[config.mk]
export PLATFORM = sky130hd
export DESIGN_NAME = control_unit
export DESIGN_NICKNAME = d
export VERILOG_FILES = /design/src/rtl/control_unit.sv
export SDC_FILE = /design/constraint.sdc
export NUM_CORES = 1
export LEC_CHECK = 0
export BUFFER_PORTS_ARGS = -buffer_cell sky130_fd_sc_hd__buf_2
export CELL_PAD_IN_SITES_DETAIL_PLACEMENT = 1
export CELL_PAD_IN_SITES_GLOBAL_PLACEMENT = 1
export CORE_AREA = 3 3 162 164
export CTS_CLUSTER_DIAMETER = 80
export DETAILED_ROUTE_END_ITERATION = 7
export DIE_AREA = 0 0 165 167
export PLACE_DENSITY_LB_ADDON = 0.1
export SYNTH_ARGS = -nofsm -noshare
export SYNTH_HDL_FRONTEND = slang
export SYNTH_SLANG_ARGS = --single-unit
[constraint.sdc]
create_clock -name Clk -period 1.8 [get_ports Clk]
set_input_delay 0.09 -clock Clk [delete_from_list [all_inputs] [get_ports Clk]]
set_output_delay 0.09 -clock Clk [all_outputs]
set_load 0.03 [all_outputs]
[src/rtl/control_unit.sv]
`default_nettype none
// ============================================================================
// Module   : control_unit
// Brief    : Multi-cycle fetch/decode/execute sequencer with 8x16 register file.
// Revision : 1.0
// ============================================================================
module control_unit (
    input  logic        Clk,
    input  logic        Rst,
    input  logic        Run,
    output logic        IReq,
    output logic [6:0]  IAddr,
    input  logic        IAck,
    input  logic [15:0] IData,
    output logic [1:0]  Cond,
    output logic [3:0]  Op_C,
    output logic [15:0] Reg1,
    output logic [15:0] Reg2,
    output logic [6:0]  Ld_Sh,
    input  logic [15:0] Alu_Out,
    input  logic [3:0]  Alu_Flag,
    output logic        DReq,
    output logic        DWe,
    output logic [6:0]  DAddr,
    output logic [15:0] DWData,
    input  logic        DAck,
    input  logic [15:0] DRData,
    output logic        Halt
);

    typedef enum logic [2:0] {
        S_IDLE   = 3'd0,
        S_FETCH  = 3'd1,
        S_DECODE = 3'd2,
        S_EXEC   = 3'd3,
        S_MEM    = 3'd4,
        S_WB     = 3'd5,
        S_HALT   = 3'd6
    } state_t;

    localparam logic [15:0] C_HALT_INSTR = 16'hFFFF;
    localparam logic [3:0]  C_OP_LDI_A   = 4'h6;
    localparam logic [3:0]  C_OP_MOV     = 4'h7;
    localparam logic [3:0]  C_OP_CMP     = 4'hB;
    localparam logic [3:0]  C_OP_LDI_B   = 4'hC;
    localparam logic [3:0]  C_OP_LOAD    = 4'hD;
    localparam logic [3:0]  C_OP_STORE   = 4'hE;
    localparam logic [3:0]  C_OP_SKIP    = 4'hF;

    state_t      state_q, state_d;
    logic [6:0]  pc_q, pc_d;
    logic [15:0] ir_q, ir_d;
    logic [15:0] regs_q [8];
    logic [15:0] regs_d [8];
    logic [3:0]  f_q, f_d;
    logic [1:0]  cond_q, cond_d;
    logic [3:0]  op_q, op_d;
    logic [15:0] reg1_q, reg1_d;
    logic [15:0] reg2_q, reg2_d;
    logic [6:0]  ld_sh_q, ld_sh_d;
    logic        wb_we_q, wb_we_d;
    logic [2:0]  wb_sel_q, wb_sel_d;
    logic [15:0] wb_data_q, wb_data_d;
    logic        f_we_q, f_we_d;
    logic [3:0]  f_new_q, f_new_d;
    logic        cond_ok;

    // Flag register layout is {N,Z,C,V}
    always_comb begin
        cond_ok = 1'b1;
        case (ir_q[15:14])
            2'b00:   cond_ok = 1'b1;
            2'b01:   cond_ok = f_q[2];
            2'b10:   cond_ok = ~f_q[2];
            default: cond_ok = f_q[3];
        endcase
    end

    always_comb begin
        state_d   = state_q;
        pc_d      = pc_q;
        ir_d      = ir_q;
        regs_d    = regs_q;
        f_d       = f_q;
        cond_d    = cond_q;
        op_d      = op_q;
        reg1_d    = reg1_q;
        reg2_d    = reg2_q;
        ld_sh_d   = ld_sh_q;
        wb_we_d   = wb_we_q;
        wb_sel_d  = wb_sel_q;
        wb_data_d = wb_data_q;
        f_we_d    = f_we_q;
        f_new_d   = f_new_q;

        case (state_q)
            S_IDLE: begin
                if (Run) state_d = S_FETCH;
            end
            S_FETCH: begin
                if (IAck) begin
                    if (IData == C_HALT_INSTR) begin
                        state_d = S_HALT;
                    end else begin
                        ir_d    = IData;
                        state_d = S_DECODE;
                    end
                end
            end
            S_DECODE: begin
                // A failed condition is folded into the skip opcode so EXEC sees no work
                cond_d  = ir_q[15:14];
                op_d    = cond_ok ? ir_q[13:10] : C_OP_SKIP;
                reg1_d  = regs_q[ir_q[9:7]];
                reg2_d  = regs_q[ir_q[6:4]];
                ld_sh_d = ir_q[6:0];
                wb_we_d = 1'b0;
                f_we_d  = 1'b0;
                state_d = S_EXEC;
            end
            S_EXEC: begin
                state_d   = S_WB;
                wb_sel_d  = ir_q[9:7];
                wb_data_d = Alu_Out;
                f_new_d   = Alu_Flag;
                case (op_q)
                    4'h0, 4'h1, 4'h2, 4'h3, 4'h4, 4'h5, 4'h8, 4'h9, 4'hA: begin
                        wb_we_d = 1'b1;
                        f_we_d  = 1'b1;
                    end
                    C_OP_CMP: begin
                        f_we_d = 1'b1;
                    end
                    C_OP_LDI_A, C_OP_LDI_B: begin
                        wb_we_d   = 1'b1;
                        wb_data_d = {9'b0, ld_sh_q};
                    end
                    C_OP_MOV: begin
                        wb_we_d   = 1'b1;
                        wb_data_d = reg2_q;
                    end
                    C_OP_LOAD, C_OP_STORE: begin
                        state_d = S_MEM;
                    end
                    default: begin
                    end
                endcase
            end
            S_MEM: begin
                if (DAck) begin
                    state_d = S_WB;
                    if (op_q == C_OP_LOAD) begin
                        wb_we_d   = 1'b1;
                        wb_sel_d  = ir_q[6:4];
                        wb_data_d = DRData;
                    end
                end
            end
            S_WB: begin
                if (wb_we_q) regs_d[wb_sel_q] = wb_data_q;
                if (f_we_q)  f_d = f_new_q;
                wb_we_d = 1'b0;
                f_we_d  = 1'b0;
                pc_d    = pc_q + 7'd1;
                state_d = S_FETCH;
            end
            S_HALT: begin
                if (!Run) state_d = S_IDLE;
            end
            default: begin
                state_d = S_IDLE;
            end
        endcase
    end

    always_ff @(posedge Clk) begin
        if (Rst) begin
            state_q   <= S_IDLE;
            pc_q      <= '0;
            ir_q      <= '0;
            regs_q    <= '{default: '0};
            f_q       <= '0;
            cond_q    <= '0;
            op_q      <= '0;
            reg1_q    <= '0;
            reg2_q    <= '0;
            ld_sh_q   <= '0;
            wb_we_q   <= 1'b0;
            wb_sel_q  <= '0;
            wb_data_q <= '0;
            f_we_q    <= 1'b0;
            f_new_q   <= '0;
        end else begin
            state_q   <= state_d;
            pc_q      <= pc_d;
            ir_q      <= ir_d;
            regs_q    <= regs_d;
            f_q       <= f_d;
            cond_q    <= cond_d;
            op_q      <= op_d;
            reg1_q    <= reg1_d;
            reg2_q    <= reg2_d;
            ld_sh_q   <= ld_sh_d;
            wb_we_q   <= wb_we_d;
            wb_sel_q  <= wb_sel_d;
            wb_data_q <= wb_data_d;
            f_we_q    <= f_we_d;
            f_new_q   <= f_new_d;
        end
    end

    // Memory address/data come straight from the operand latches, stable through MEM
    assign IReq   = (state_q == S_FETCH);
    assign IAddr  = pc_q;
    assign Cond   = cond_q;
    assign Op_C   = op_q;
    assign Reg1   = reg1_q;
    assign Reg2   = reg2_q;
    assign Ld_Sh  = ld_sh_q;
    assign DReq   = (state_q == S_MEM);
    assign DWe    = DReq && (op_q == C_OP_STORE);
    assign DAddr  = reg1_q[6:0];
    assign DWData = reg2_q;
    assign Halt   = (state_q == S_HALT);

endmodule
`default_nettype wire
==> results.md <==
* Status: finished with violations
* Failing checks: setup timing
* Yosys cell types at 54
* Max Cap Violations at 0
* Avg Cell Area, Syn at 8.77 µm²
* Grt ovf at 0
* Power Density at about 910 mW/mm²
* GRT Resource Usage Total at 0.285
* Switch Pwr at roughly 3.4 mW
* Yosys reg bits at 224
* Crit share post-route at 1.01
* RSZ-0062 raised after global routing: true
* Post-synth EDFFs at 0
* Setup Viol. Count Final at 1
* Initial antenna violation count at 0
* Part of the power in registers at 0.420
* TNS Setup at -0.0100 ns
* Int Pwr at 9.18 mW
* Post-DRT Antenna Nets at 0
* Worst-path fanout max at 4
* Final cell count without fillers at 1751
* Hold Path Class: in -> reg
* WL final at 39.8 mm
* Mapped Nets at 1306
* First-pass GRT wire length at between 60 and 70 mm
* CTS root buf: clkbuf_16
* Fill cells at 2908
* Vias per cell at approximately 5.8
* Post-synth top area share at 0.410
* Vias post-DR at 10200
* Pin count of the biggest net entering global routing at between 60 and 70
* Routed length per instance at 22.8 µm
* Placement Rows at 58
* Mapped Cells at 1248
* Worst-path clk slew at 0.06 ns
* Routability cong. at 0.831
* Rel. slew slack at 0.593
* Die area at 0.0276 mm²
* Comb power frac at 0.130
* CORE AREA at 0.0250 mm²
* Fin nets at 1458
* Placed cell count at 1648
* Crit end category: output pin
* Synthesis warning total at 0
* Clock group share of total power at 0.450
* Final worst setup slack at -0.0100 ns
* Most common cell in the netlist: nand2_1
* # port buffers at 133
* Post-DP HPWL at around 26 mm
* Most frequent cells after synthesis: nand2_1, dfxtp_1, a21oi_1
* CTS Buf Count at 26
* Initial Utilization at 0.437
* Vias in the first global route at roughly 10000
* Top_reg_cell synth: dfxtp_1
* Post-synth ARST share at 0
* Worst Setup Start Kind: flop
* DR pass1 iterations at 5
* Final Hold Fails at 0
* Max Freq at approximately 550 MHz
* Slew of the pin with the lowest slew margin at 0.609 ns
* Share of cells above drive strength 1 at 0.256
* Clock latency on the worst-skew pair at 0.55 ns
* Sw Share at 0.269
* Horiz. Die Dim at 165 µm
* Post-synthesis sequential area ratio at 0.410
* CP Data Arrival Time at 1.72 ns
* Multi-input gate area at 0.00577 mm²
* Final Max Tran Viols at 0
* H-tree levels at 1
* P_leak at 5.05 nW
* Worst setup path class: reg -> out
* Sink Count at 224
* Req. time, crit path at 1.71 ns
* Synth-to-Final Area Change at 25.6%
* Cell accounting for the most synthesized area: dfxtp_1
* Worst VDD drop at 0.687 mV
* Bufs on Longest Clock Path at 3
* Die height at 167 µm
* Number of remaining DRC errors at 0
* IO Count at between 100 and 150
* Final min period at 1.81 ns
* Clock skew at 0.0252 ns
* Synth top area cells: dfxtp_1, mux4_2, nand2_1
* Mapped Area at between 0.01 and 0.015 mm²
* DRT iter0 DRCs at 945
* Sequential cell area at between 0.004 and 0.005 mm²
* TritonCTS clock tree: yes
[timing repair]
item	CTS	global route
gates cloned	0	1
gates resized for setup	9	17
hold endpoints to repair	41	0
hold buffers	49	0
pin swaps	1	2
setup endpoints to repair	3	108
setup buffers	4	1
[power groups by stage]
stage	clock, mW	sequential [mW]	combinational, mW
5_1_grt	5.95	5.29	1.76
3_3_place_gp	0	5.37	1.49
3_5_place_dp	0	5.37	1.51
6_report	5.64	5.27	1.64
2_1_floorplan	0	5.44	0.903
4_1_cts	5.72	5.26	1.62
[through the flow]
step | cell area (µm²) | setup WS [ns] | hold WS [ns] | utilization | total power [mW]
2_1_floorplan | 11000 | 0.0470 | 0.229 | - | 6.34
3_3_place_gp | 12200 | 0.115 | 0.330 | 0.488 | 6.86
3_5_place_dp | 12200 | 0.0512 | 0.336 | 0.488 | 6.88
4_1_cts | 13700 | -0.0162 | 0.00155 | 0.546 | 12.6
5_1_grt | 13700 | -0.0540 | 0.0293 | 0.549 | 13.0
6_report | 13700 | -0.0100 | 0.0169 | 0.549 | 12.6
[layout make-up]
type	instances	share of cell area
repair buffers	267	0.153
diodes	1	0.000182
multi-input cells	876	0.420
well taps	330	0.0300
inverters	5	0.00191
clock inverters	11	0.0109
clock buffers	37	0.0569
flip-flops and latches	224	0.327
[registers in the layout, summed over array words and instances (netlist names)]
| name | cells |
|---|---|
| f_we_q | 1 |
| state_q | 3 |
| regs_q | 128 |
| wb_we_q | 1 |
| f_q | 2 |
| IAddr | 7 |
| f_new_q | 2 |
| wb_data_q | 16 |
| wb_sel_q | 3 |
| Reg1 | 16 |
| ir_q | 16 |
| Op_C | 4 |
| Cond | 2 |
| DWData | 16 |
| Ld_Sh | 7 |
[critical path, cell delays in order, from the launching register on]
cell and delay, ns:
dfxtp_2 0.33, or3b_4 0.43, inv_8 0.08, and4_1 0.21, buf_6 0.14
[cell usage in the layout, fill, tap and decap left out, drive strengths merged, types with 8 or more instances in the layout]
| cell type | instances |
|---|---|
| buf | 218 |
| and3 | 8 |
| nand3b | 10 |
| nor2b | 11 |
| dfxtp | 224 |
| nor2 | 80 |
| o41ai | 9 |
| o22ai | 23 |
| mux2i | 26 |
| nand3 | 10 |
| a221oi | 9 |
| clkbuf | 37 |
| nand2 | 298 |
| o21ai | 13 |
| a21oi | 146 |
| mux4 | 64 |
| dlygate4sd3 | 49 |
| nor4 | 18 |
| nand2b | 38 |
| nor3 | 41 |
[per-layer routing]
layer | GRT usage | vias to the layer above | share of wire
met5 | 0 | - | 0
met4 | 0.0729 | 0 | 0.024
met3 | 0.0425 | 75 | 0.072
met2 | 0.477 | 374 | 0.48
met1 | 0.387 | 5093 | 0.43
li1 | - | 4688 | -
[kinds of logic after synthesis]
kind of cell             share of synthesized area
AND/OR/NAND/NOR                              0.226
AO/OA/AOI/OAI                                0.136
flip-flops                                   0.410
buffers and inverters                       0.0674
multiplexers                                 0.155
XOR/XNOR                                   0.00480
adder cells (fa/ha/maj)                    0.00114
[worst paths after layout]
check	startpoint	endpoint	slack [ns]	depth (start not counted)
worst max-delay path	state_q[0]	DWe	-0.01	4
worst min-delay path	Alu_Out[9]	wb_data_q[9]	0.02	3
worst max register to register	state_q[1]	regs_q[119]	0.07	7
worst min register to register	ir_q[2]	Ld_Sh[2]	0.46	2
Note: power is estimated with default switching activity, not from simulation.
